<file path="config.mk">
export PLATFORM = sky130hd
export DESIGN_NAME = seq_divider_flat
export DESIGN_NICKNAME = d
export VERILOG_FILES = /design/src/rtl/seq_divider_pkg.sv /design/src/rtl/seq_divider_if.sv /design/src/rtl/seq_divider_div_step.sv /design/src/rtl/seq_divider.sv /design/src/flat_wrapper.sv
export SDC_FILE = /design/constraint.sdc
export NUM_CORES = 1
export LEC_CHECK = 0
export CAP_MARGIN = 5
export CORE_MARGIN = 1.5
export CORE_UTILIZATION = 60
export DETAILED_ROUTE_END_ITERATION = 8
export PLACE_DENSITY = 0.91
export SYNTH_ARGS = -nofsm -noshare
export SYNTH_HDL_FRONTEND = slang
export SYNTH_HIERARCHICAL = 1
export SYNTH_SLANG_ARGS = --single-unit
</file>
<file path="constraint.sdc">
create_clock -name clock -period 8 [get_ports clock]
set_input_delay 1.6 -clock clock [delete_from_list [all_inputs] [get_ports clock]]
set_output_delay 1.6 -clock clock [all_outputs]
set_load 0.02 [all_outputs]
</file>
<file path="src/rtl/seq_divider_pkg.sv">
// Shared constants and types for the sequential signed divider.
package seq_divider_pkg;

  localparam int DIV_WIDTH = 32;
  localparam int CNT_W     = $clog2(DIV_WIDTH) + 1;

  typedef enum logic [1:0] {
    S_IDLE = 2'd0,
    S_RUN  = 2'd1,
    S_FIX  = 2'd2
  } state_t;

  typedef struct packed {
    state_t             state;
    logic [CNT_W-1:0]   count;
    logic               trial_neg;
  } dbg_t;

endpackage

</file>
<file path="src/rtl/seq_divider_if.sv">
// Start/result bundle between the multdiv wrapper (master) and the divider (slave).
// Handshake: ctrl_DIV is a one-cycle start that samples the operands on that edge;
// data_resultRDY is a one-cycle pulse marking result/remainder/exception valid.
interface seq_divider_if
  import seq_divider_pkg::*;
#(
  parameter int WIDTH = DIV_WIDTH
);
  logic             ctrl_DIV;
  logic [WIDTH-1:0] data_operandA;
  logic [WIDTH-1:0] data_operandB;
  logic [WIDTH-1:0] data_result;
  logic [WIDTH-1:0] data_remainder;
  logic             data_exception;
  logic             data_resultRDY;
  logic             busy;
  dbg_t             dbg;

  modport master (
    output ctrl_DIV, data_operandA, data_operandB,
    input  data_result, data_remainder, data_exception, data_resultRDY, busy, dbg
  );

  modport slave (
    input  ctrl_DIV, data_operandA, data_operandB,
    output data_result, data_remainder, data_exception, data_resultRDY, busy, dbg
  );
endinterface

</file>
<file path="src/rtl/seq_divider_div_step.sv">
// One restoring-division iteration on unsigned magnitudes.
module seq_divider_div_step #(
  parameter int WIDTH = 32
) (
  input  logic [WIDTH:0]   r,
  input  logic [WIDTH-1:0] q,
  input  logic [WIDTH-1:0] d,
  output logic [WIDTH:0]   r_next,
  output logic [WIDTH-1:0] q_next,
  output logic             trial_neg
);

  logic [2*WIDTH:0] sh;
  logic [WIDTH:0]   r_sh;
  logic [WIDTH:0]   trial;

  always_comb begin
    sh        = {r, q} << 1;
    r_sh      = sh[2*WIDTH:WIDTH];
    // R stays below D, so the shifted value always fits in WIDTH+1 bits.
    trial     = r_sh - {1'b0, d};
    trial_neg = trial[WIDTH];
    r_next    = trial_neg ? r_sh : trial;
    q_next    = {sh[WIDTH-1:1], ~trial_neg};
  end

endmodule

</file>
<file path="src/rtl/seq_divider.sv">
// Multicycle signed divider: sign-magnitude load, WIDTH restoring steps, sign fix-up.
module seq_divider
  import seq_divider_pkg::*;
#(
  parameter int WIDTH = DIV_WIDTH
) (
  input  logic        clock,
  input  logic        reset,
  seq_divider_if.slave bus
);

  state_t           state;
  state_t           state_next;
  logic             load_en;
  logic             step_en;
  logic             fix_en;

  logic [CNT_W-1:0] count;
  logic [WIDTH:0]   r;
  logic [WIDTH-1:0] q;
  logic [WIDTH-1:0] d;
  logic             sign_q;
  logic             sign_r;
  logic             dz;

  logic [WIDTH:0]   r_next;
  logic [WIDTH-1:0] q_next;
  logic             trial_neg;

  logic [WIDTH-1:0] a_mag;
  logic [WIDTH-1:0] b_mag;
  logic [WIDTH-1:0] q_fix;
  logic [WIDTH-1:0] r_fix;
  logic [WIDTH-1:0] r_low;

  seq_divider_div_step #(.WIDTH(WIDTH)) u_step (
    .r         (r),
    .q         (q),
    .d         (d),
    .r_next    (r_next),
    .q_next    (q_next),
    .trial_neg (trial_neg)
  );

  always_ff @(posedge clock) begin
    if (reset) state <= S_IDLE;
    else       state <= state_next;
  end

  // A start always wins: it restarts RUN from any state, including FIX.
  always_comb begin
    state_next = state;
    case (state)
      S_IDLE: if (bus.ctrl_DIV) state_next = S_RUN;
      S_RUN: begin
        if (bus.ctrl_DIV)                          state_next = S_RUN;
        else if (count == CNT_W'(WIDTH - 1))       state_next = S_FIX;
      end
      S_FIX:   state_next = bus.ctrl_DIV ? S_RUN : S_IDLE;
      default: state_next = S_IDLE;
    endcase
  end

  always_comb begin
    load_en  = bus.ctrl_DIV;
    step_en  = (state == S_RUN) && !bus.ctrl_DIV;
    fix_en   = (state == S_FIX);
    bus.busy = (state != S_IDLE);
    bus.dbg  = '{state: state, count: count, trial_neg: trial_neg};
  end

  // Magnitudes are unsigned, so |min-int| is representable without overflow.
  always_comb begin
    a_mag = bus.data_operandA[WIDTH-1] ? -bus.data_operandA : bus.data_operandA;
    b_mag = bus.data_operandB[WIDTH-1] ? -bus.data_operandB : bus.data_operandB;
    r_low = r[WIDTH-1:0];
    q_fix = sign_q ? -q : q;
    r_fix = sign_r ? -r_low : r_low;
  end

  always_ff @(posedge clock) begin
    if (reset) begin
      count              <= '0;
      r                  <= '0;
      q                  <= '0;
      d                  <= '0;
      sign_q             <= 1'b0;
      sign_r             <= 1'b0;
      dz                 <= 1'b0;
      bus.data_result    <= '0;
      bus.data_remainder <= '0;
      bus.data_exception <= 1'b0;
      bus.data_resultRDY <= 1'b0;
    end else begin
      bus.data_resultRDY <= fix_en;
      if (fix_en) begin
        bus.data_result    <= dz ? '0 : q_fix;
        bus.data_remainder <= dz ? '0 : r_fix;
        bus.data_exception <= dz;
      end
      if (load_en) begin
        q      <= a_mag;
        d      <= b_mag;
        r      <= '0;
        sign_q <= bus.data_operandA[WIDTH-1] ^ bus.data_operandB[WIDTH-1];
        sign_r <= bus.data_operandA[WIDTH-1];
        dz     <= (bus.data_operandB == '0);
        count  <= '0;
      end else if (step_en) begin
        r     <= r_next;
        q     <= q_next;
        count <= count + CNT_W'(1);
      end
    end
  end

endmodule
</file>
<file path="src/flat_wrapper.sv">
// flat-port wrapper written by rule: the top's interface ports become plain ports
module seq_divider_flat import seq_divider_pkg::*;
#(
  parameter int WIDTH = DIV_WIDTH
)
  (clock, reset, bus_ctrl_DIV, bus_data_operandA, bus_data_operandB, bus_data_result, bus_data_remainder, bus_data_exception, bus_data_resultRDY, bus_busy, bus_dbg);
  seq_divider_if #(.WIDTH(WIDTH)) bus_i ();
  input  logic clock;
  input  logic reset;
  input wire logic [$bits(bus_i.ctrl_DIV)-1:0] bus_ctrl_DIV;
  input wire logic [$bits(bus_i.data_operandA)-1:0] bus_data_operandA;
  input wire logic [$bits(bus_i.data_operandB)-1:0] bus_data_operandB;
  output wire logic [$bits(bus_i.data_result)-1:0] bus_data_result;
  output wire logic [$bits(bus_i.data_remainder)-1:0] bus_data_remainder;
  output wire logic [$bits(bus_i.data_exception)-1:0] bus_data_exception;
  output wire logic [$bits(bus_i.data_resultRDY)-1:0] bus_data_resultRDY;
  output wire logic [$bits(bus_i.busy)-1:0] bus_busy;
  output wire logic [$bits(bus_i.dbg)-1:0] bus_dbg;
  assign bus_i.ctrl_DIV = bus_ctrl_DIV;
  assign bus_i.data_operandA = bus_data_operandA;
  assign bus_i.data_operandB = bus_data_operandB;
  assign bus_data_result = bus_i.data_result;
  assign bus_data_remainder = bus_i.data_remainder;
  assign bus_data_exception = bus_i.data_exception;
  assign bus_data_resultRDY = bus_i.data_resultRDY;
  assign bus_busy = bus_i.busy;
  assign bus_dbg = bus_i.dbg;
  seq_divider #(.WIDTH(WIDTH)) u_core (.clock(clock), .reset(reset), .bus(bus_i));
endmodule
</file>
# Word-level counts from Yosys, hierarchy flattened

Cells that the tools add are included.

ROM bits: 0
Register bits after elaboration: 173
Latch bits: 0
RAM bits: 0
Memories: 0
Output and inout port bits: 76
Bits of input ports: 67

Order comparisons: 0
Shifts and indexed selects: 0
$add $sub $neg: 6
$mul: 0
Bitwise gates (word level): 2
Multiplexer cells: 14
Eq/ne operators: 5
Reductions and logical operators: 8
Divide/modulo/power cells: 0

Operators with widths:

| cell                                                 | count |
|---|---|
| two-way mux 32 bit                                   | 9 |
| negation 32 bit                                      | 4 |
| subtractor 33 x 32 -> 33 bit                         | 1 |
| logical NOT 32 bit                                   | 1 |
| adder 6 x 1 -> 6 bit (second input constant)         | 1 |
| equality test 6 x 5 -> 1 bit (second input constant) | 1 |
| two-way mux 2 bit                                    | 3 |
| one-hot mux 2 bit (3 select lines)                   | 1 |
| nonzero test 2 bit                                   | 2 |
| != test 3 x 2 -> 1 bit (second input constant)       | 1 |
| equality test 2 x 1 -> 1 bit (second input constant) | 1 |
| equality test 2 bit (second input constant)          | 1 |
| logical NOT 2 bit                                    | 1 |
| != test 2 bit (second input constant)                | 1 |
| AND reduction 2 bit                                  | 1 |
| OR reduction 2 bit                                   | 1 |
| logical AND 1 bit                                    | 1 |
| logical NOT 1 bit                                    | 1 |
| two-way mux 1 bit                                    | 1 |
| inverter 1 bit                                       | 1 |
| bitwise XOR 1 bit                                    | 1 |

# Longest topological paths before layout

Gate-level depths: netlist of run 1.

Depth after elaboration: 4
Gate-level depth with buffers: 20

# Modules after synthesis

Netlist of run 1, hierarchy kept.

Modules (own cells, without submodules):

| module               | seq. area each (sq um) | area an instance (sq um) | cells an instance | instances |
|---|---|---|---|---|
| seq_divider          | 3483.3                 | 8924.8                   | 1103              | 1 |
| seq_divider_div_step | 0.0                    | 2483.6                   | 358               | 1 |

# Worst setup path before layout of run 1

OpenSTA, ideal clock, no wires.

Kind: register to output
From: register u_core.q[31]
To: output port bus_dbg[0]
Path slack: 3.131 ns
Path buffers: 3
Data arrival time: 3.269 ns
Stages on the path, launching flop included: 17
Path through: dfxtp_1 inv_1 ha_1 fa_1 nor2b_1 o2111ai_1 a31oi_1 nand2b_1 a31oi_1 a31oi_1 nand3_1 a21oi_1 ha_1 buf_2 inv_1 clkbuf_1 buf_4

Cells in the longest elaborated chain, start to end: 1

RTL lines:

| what                         | RTL line                   | RTL |
|---|---|---|
| start: declaration           | seq_divider.sv:20          | `logic [WIDTH-1:0] q;` |
| start signal: assignment     | seq_divider.sv:102         | `q <= a_mag;` |
| start signal: assignment     | seq_divider.sv:111         | `q <= q_next;` |
| subtractor 33 x 32 -> 33 bit | seq_divider_div_step.sv:21 | `trial = r_sh - {1'b0, d};` |
| end: declaration             | flat_wrapper.sv:18         | `output wire logic [$bits(bus_i.dbg)-1:0] bus_dbg;` |

Every way passes these cells.

# Worst setup path after layout of run 1

Same ends and word-level chain as after synthesis.

==> impl_metrics.ini, run 1 <==
[clock_tree]
cts.htree.levels = 4
cts-root-buf = clkbuf_16
insertion_delay_ps = 430
clock-sinks = 173
cts_resized = 0
clkTransAtPathRegs_ps = 60
hold_buffers = 0
clockBufferDepth = 2
cts_tree = done
cts_setup_buffers = 0
numCtsBuffers = 17

[drt]
drt_pass1_iterations = 6
drc = 0
via_count = 11110
via_per_inst = 6.35
drt_wl_total_mm = 32.2
ant_nets = 0
dr.first_iter.drc_count = 1329
wire_per_inst_um = 18.4

[synthesis]
synth.avg_cell_area_um2 = 7.81
synth_cells = 1457
yosys_warnings = 6
synth.cell_area_um2 = 11400
syn-num-nets = 1563

[timing]
period_share_pct = 76.2
clock.fmax_ghz = 0.164
fin_setup_tns_ps = 0
rsz0062_at_grt = false
finClkSkew_ps = 6.99
worst_pin_slew_ps = 1170
setup_viol = 0
slew_viol_final = 0
max_slew_margin_pct = 21.6
hold_violations = 0
period_minus_slack_ps = 6090

[job]
max-cap-violations = 0

[die]
core_um2 = 18600
dieHeight_um = 141
initial_core_util_pct = 61.0
top_level_ports = 143
die_w_um = 141
dieArea_um2 = 19800
std_cell_rows = 50

[pwr]
p_int_uw = 1520
power_uw = 2160
pwr_density_cell_nw_per_um2 = 165
clkPwrFrac_pct = 36.5
p_leak_uw = 0.00508
p_comb_share_pct = 20.2
seqPwrFrac_pct = 43.3
p_sw_uw = 642
ir_worst_vdd_v = 0.000157
switching_share_pct = 29.7

[cells_and_area]
final_nets = 1613
drive_gt1_share_pct = 6.34
diodes = 0
fillers = 1495
layout_common_cells = nand2_1 (209), dfxtp_1 (173), clkdlybuf4s50_1 (140), o21ai_0 (107), nor2_1 (102)
syn_to_final_growth_pct = 15.1
stdcell_count = 1749
fin_util_pct = 70.2
final_common_cell = nand2_1
postLayoutCellArea_um2 = 13100

[placed_design]
dp_hpwl_mm = 23.2
placement.cell_area_um2 = 12600
place_inst = 1722
io_buffers = 142
place.gp.congestion = 0.950

[global_routing]
antenna_found_initial = 0
grt_pass1_vias = 10040
grt_usage_pct = 32.1
grt_pass1_wl_mm = 51.0
gr-total-overflow = 0
grt_max_degree = 81

[worst_setup_path]
cp_max_fo = 12
endpoint_kind = primary output
crit_type = flip-flop to primary output
worstSetupStartpointType = flip-flop
required_ps = 6400
cp_data_arrival_time_ps = 4490

[hold_path]
worstHoldPathType = flip-flop to flip-flop

[status]
status = finished clean
power groups by stage:
stage               Combinational (uW)  Sequential, uW  Clock, uW
global placement                   414             947          0
floorplan                          319             934          0
global route                       473             937        820
finish                             436             934        789
CTS                                425             931        788
detailed placement                 422             950          0
cell type report:
cell class	instances	area, um^2	share of cell area [%]
tap	234	293	2.24
clock inverter	8	98.8	0.755
multi-input combinational	1103	7090	54.1
timing repair buffer	154	1500	11.5
inverter	58	218	1.66
clock buffer	19	433	3.31
sequential	173	3460	26.4
critical path: stages (launching register included):
cell             delay, ps
dfxtp_1                360
inv_1                   80
ha_1                   230
fa_1                   410
nor2b_1                210
o2111ai_1              160
a31oi_1                340
nand2b_1               170
a31oi_1                140
a31oi_1                310
nand3_1                110
a21oi_1                160
ha_1                   250
inv_1                  370
clkdlybuf4s50_1        740
layer usage:
metal  track usage, %  wire, um
met1             45.0     14400
met2             49.3     14000
met3             5.71      3010
met4             12.1       848
met5                0         0
per-stage QoR:
step | setup WS, ps | hold slack (ps)
6_report | 1910 | 448
5_1_grt | 1710 | 476
4_1_cts | 1940 | 456
3_5_place_dp | 2430 | 442
3_3_place_gp | 2520 | 434
2_1_floorplan | 3130 | 425
final timing paths:
check | depth (start not counted) | endpoint | slack, ps | from
max | 14 | bus_dbg[0] | 1910 | u_core/q[31]
min | 2 | u_core/bus.data_remainder[9] | 450 | u_core/bus.data_remainder[9]
max reg2reg | 15 | u_core/r[6] | 3950 | u_core/q[31]
min reg2reg | 2 | u_core/bus.data_remainder[9] | 450 | u_core/bus.data_remainder[9]
state kept, by name (all words and copies together), names as in the netlist:
signal and flops:
u_core/d 32, u_core/bus.data_exception 1, u_core/r 32, u_core/bus.data_resultRDY 1, u_core/state 2, u_core/bus.data_remainder 32, u_core/sign_q 1, u_core/bus.data_result 32
u_core/count 6, u_core/q 32, u_core/sign_r 1, u_core/dz 1
Power figures use the tool's default switching activity.
==> inputs of run 2 (changes only) <==
- CORE_UTILIZATION: 60 -> 57
- PLACE_DENSITY: 0.91 -> 0.88
- clock period: 8 -> 6.2 ns (I/O delays scaled with it)
==> impl_metrics.ini, run 2 (same netlist as run 1, synthesis figures left out) <==
[cells_and_area]
final_nets = 1612
fin_util_pct = 67.5
diodes = 0
layout_common_cells = nand2_1 (209), dfxtp_1 (173), clkdlybuf4s50_1 (140), o21ai_0 (107), nor2_1 (102)
postLayoutCellArea_um2 = 13200
final_common_cell = nand2_1
syn_to_final_growth_pct = 15.9
drive_gt1_share_pct = 6.71
fillers = 1616

[clock_tree]
clockBufferDepth = 2
insertion_delay_ps = 440
cts_resized = 0
clock-sinks = 173
cts-root-buf = clkbuf_16
numCtsBuffers = 17
cts.htree.levels = 4
cts_setup_buffers = 0
hold_buffers = 0
clkTransAtPathRegs_ps = 70
cts_tree = done

[worst_setup_path]
crit_family = buffers and inverters
path_cells = inv_1 > ha_1 > fa_1 > nor2b_1 > o2111ai_1 > a31oi_1 > nand2b_1 > a31oi_1 > a31oi_1 > nand3_1 > a21oi_1 > ha_1 > inv_1 > clkdlybuf4s50_1
crit_type = flip-flop to primary output
max_stage_delay_ps = 720
endpoint_kind = primary output
crit_end = bus_dbg[0]
worstSetupStartpointType = flip-flop
reg2reg_to = u_core/r[2]
cp_data_arrival_time_ps = 4500
crit_path_top_delay_cell = clkdlybuf4s50_1
cp_num_buf_inv = 3
cp_max_fo = 12
required_ps = 4960
reg2reg_from = u_core/q[31]
critPathLaunch = u_core/q[31]
cp.depth = 14
crit_path_frequent_cell = a31oi_1
r2r_slack_ps = 2170
reg2reg_depth = 15

[timing]
rsz0062_at_grt = false
fin_setup_tns_ps = 0
finalHoldWorstSlack_ps = 449
period_share_pct = 92.6
max_slew_margin_pct = 18.9
finClkSkew_ps = 12.6
clock.fmax_ghz = 0.174
worst_pin_slew_ps = 1220
period_minus_slack_ps = 5740
hold_violations = 0
setup_viol = 0
slew_viol_final = 0

[drt]
wire_per_inst_um = 17.7
drt_wl_total_mm = 31.6
via_per_inst = 6.21
drc = 0
drt_pass1_iterations = 7
dr.first_iter.drc_count = 1162
ant_nets = 0
via_count = 11075

[pwr]
pwr_density_cell_nw_per_um2 = 216
power_uw = 2850
ir_worst_vdd_v = 0.000186
p_leak_uw = 0.00510

[placed_design]
io_buffers = 142
place.gp.congestion = 0.951
dp_hpwl_mm = 22.9
placement.cell_area_um2 = 12600

[global_routing]
grt_pass1_vias = 9696
grt_usage_pct = 30.1
gr-total-overflow = 0
grt_pass1_wl_mm = 49.6
antenna_found_initial = 0
grt_max_degree = 80

[die]
initial_core_util_pct = 58.3
dieArea_um2 = 20800
dieHeight_um = 144
die_w_um = 144
std_cell_rows = 51
top_level_ports = 143
core_um2 = 19500

[job]
max-cap-violations = 0

[hold_path]
worstHoldPathType = flip-flop to flip-flop
worstHoldStart = u_core/bus.data_remainder[22]

[status]
status = finished clean
[run 2: layer usage]
metal | wire length (um) | global-route usage [%] | vias up
li1 | - | - | 5277
met2 | 14000 | 46.7 | 564
met5 | 0 | 0 | -
met3 | 2870 | 4.67 | 50
met4 | 500 | 9.09 | 0
met1 | 14200 | 43.1 | 5184
[run 2: per-stage QoR]
step                      setup slack [ps]  std cells
after floorplan                       1690       1457
after global placement                1090       1752
after detailed placement               992       1752
after CTS                              505       1784
after global routing                   179       1784
final                                  456       1784
[run 2: layout make-up]
class                           count  area (um^2)  share of cell area [%]
Inverter                           58          218                    1.65
Clock buffer                       18          439                    3.33
Timing Repair Buffer              153         1490                    11.3
Sequential cell                   173         3460                    26.3
Tap cell                          265          332                    2.51
Clock inverter                     14          155                    1.18
Multi-Input combinational cell   1103         7090                    53.7
[run 2: how the worst min path moves through the flow]
stage	depth (start not counted)	to	slack [ps]
final	2	u_core/bus.data_remainder[22]	450
after global routing	2	u_core/bus.data_remainder[22]	470
after CTS	2	u_core/bus.data_remainder[22]	460
after detailed placement	2	u_core/bus.data_remainder[22]	440
after global placement	2	u_core/bus.data_result[8]	430
after floorplan	2	u_core/d[12]	430
[run 2: worst reg2reg max path, cell delays in order, from the launching register on]
cell	delay, ps
dfxtp_1	370
inv_1	70
ha_1	230
fa_1	420
nor2b_1	180
o2111ai_1	160
a31oi_1	370
nand2b_1	170
a31oi_1	130
a31oi_1	290
nand3_1	110
a21oi_1	160
ha_1	150
buf_4	410
mux2_2	410
o221a_2	290
[run 2: power by group]
group,switching (uW),internal [uW]
combinational,333,228
clock,471,611
sequential,54.3,1150
==> inputs of run 3 (changes only) <==
- SLEW_MARGIN: not set -> 20
==> impl_metrics.ini, run 3 (same netlist as run 1, synthesis figures left out) <==
[status]
status = finished clean

[cells_and_area]
layout_common_cells = nand2_1 (209), dfxtp_1 (172), clkdlybuf4s50_1 (140), o21ai_0 (107), nor2_1 (102)
register_area_um2 = 3460
syn_to_final_growth_pct = 16.2
stdcell_count = 1785
final_common_cell = nand2_1
fillers = 1630
drive_gt1_share_pct = 6.84
multiInputGateArea_um2 = 7090
final_nets = 1613
diodes = 0
fin_util_pct = 67.7

[timing]
period_share_pct = 92.4
hold_violations = 0
rsz0062_at_grt = false
fin_setup_tns_ps = 0
slew_viol_final = 0
worst_pin_slew_ps = 1080
finClkSkew_ps = 11.9
clock.fmax_ghz = 0.175
max_slew_margin_pct = 27.5
setup_viol = 0
period_minus_slack_ps = 5730

[drt]
drc = 0
via_per_inst = 6.22
drt_pass1_iterations = 5
ant_nets = 0
drt_wl_total_mm = 32.0
wire_per_inst_um = 17.9
dr.first_iter.drc_count = 1220
via_count = 11102

[worst_setup_path]
cp_data_arrival_time_ps = 4490
required_ps = 4960
worstSetupStartpointType = flip-flop
endpoint_kind = primary output
cp_max_fo = 12
crit_type = flip-flop to primary output

[placed_design]
io_buffers = 142
place_inst = 1753
dp_hpwl_mm = 23.1
place.gp.congestion = 0.951

[clock_tree]
insertion_delay_ps = 440
clock-sinks = 173
cts_setup_buffers = 0
numCtsBuffers = 17
clkTransAtPathRegs_ps = 70
cts_tree = done
hold_buffers = 0
cts_resized = 0
cts.htree.levels = 4
clockBufferDepth = 2
cts-root-buf = clkbuf_16

[die]
top_level_ports = 143
dieHeight_um = 144
initial_core_util_pct = 58.3
die_w_um = 144
core_um2 = 19500
std_cell_rows = 51
dieArea_um2 = 20800

[hold_path]
worstHoldPathType = flip-flop to flip-flop

[global_routing]
antenna_found_initial = 1
grt_usage_pct = 30.4
grt_pass1_vias = 9632
grt_pass1_wl_mm = 49.9
gr-total-overflow = 0
grt_max_degree = 80

[pwr]
ir_worst_vdd_v = 0.000158
p_leak_uw = 0.00512
pwr_density_cell_nw_per_um2 = 216

[job]
max-cap-violations = 0
-- run 3: metal layers --
| layer | vias up | part of all wire [%] | GRT usage, % | routed length (um) |
|---|---|---|---|---|
| li1 | 5281 | - | - | - |
| met1 | 5185 | 44 | 43.6 | 14100 |
| met2 | 580 | 44 | 46.5 | 14100 |
| met3 | 54 | 9.8 | 5.20 | 3140 |
| met4 | 2 | 1.9 | 9.46 | 614 |
| met5 | - | 0.041 | 0 | 13 |
-- run 3: worst paths after layout --
check / slack [ps] / from / cells past startpoint / end
max: 470 / u_core/q[31] / 14 / bus_dbg[0]
min: 450 / u_core/bus.data_remainder[22] / 2 / u_core/bus.data_remainder[22]
max reg2reg: 2170 / u_core/q[31] / 15 / u_core/r[2]
min reg2reg: 450 / u_core/bus.data_remainder[22] / 2 / u_core/bus.data_remainder[22]
-- run 3: layout make-up --
class	instances	share of cell area, %
Inverter	58	1.65
Tap cell	265	2.51
Sequential cell	173	26.2
Multi-Input combinational cell	1103	53.6
Timing Repair Buffer	154	11.5
Clock inverter	14	1.17
Clock buffer	18	3.32
-- run 3: critical path, stage by stage (launching register included) --
cell and delay, ps:
dfxtp_1 370, inv_1 80, ha_1 230, fa_1 420
nor2b_1 170, o2111ai_1 160, a31oi_1 360, nand2b_1 160
a31oi_1 130, a31oi_1 280, nand3_1 110, a21oi_1 160
ha_1 250, inv_1 440, clkdlybuf4s50_1 720
-- run 3: per-stage QoR --
| step | total power [uW] | setup slack [ps] | hold WS [ps] | area, um^2 |
|---|---|---|---|---|
| 4_1_cts | 2840 | 508 | 456 | 13200 |
| 3_3_place_gp | 1750 | 1090 | 434 | 12600 |
| 6_report | 2860 | 471 | 449 | 13200 |
| 3_5_place_dp | 1770 | 981 | 441 | 12600 |
| 5_1_grt | 2960 | 168 | 473 | 13200 |
| 2_1_floorplan | 1620 | 1690 | 425 | 11400 |
-- run 3: where the power goes --
part	switching [uW]	internal, uW	total, uW	leakage (uW)
combinational	335	230	565	0.00342
sequential	54.2	1150	1200	0.00141
clock	478	612	1090	0.000288
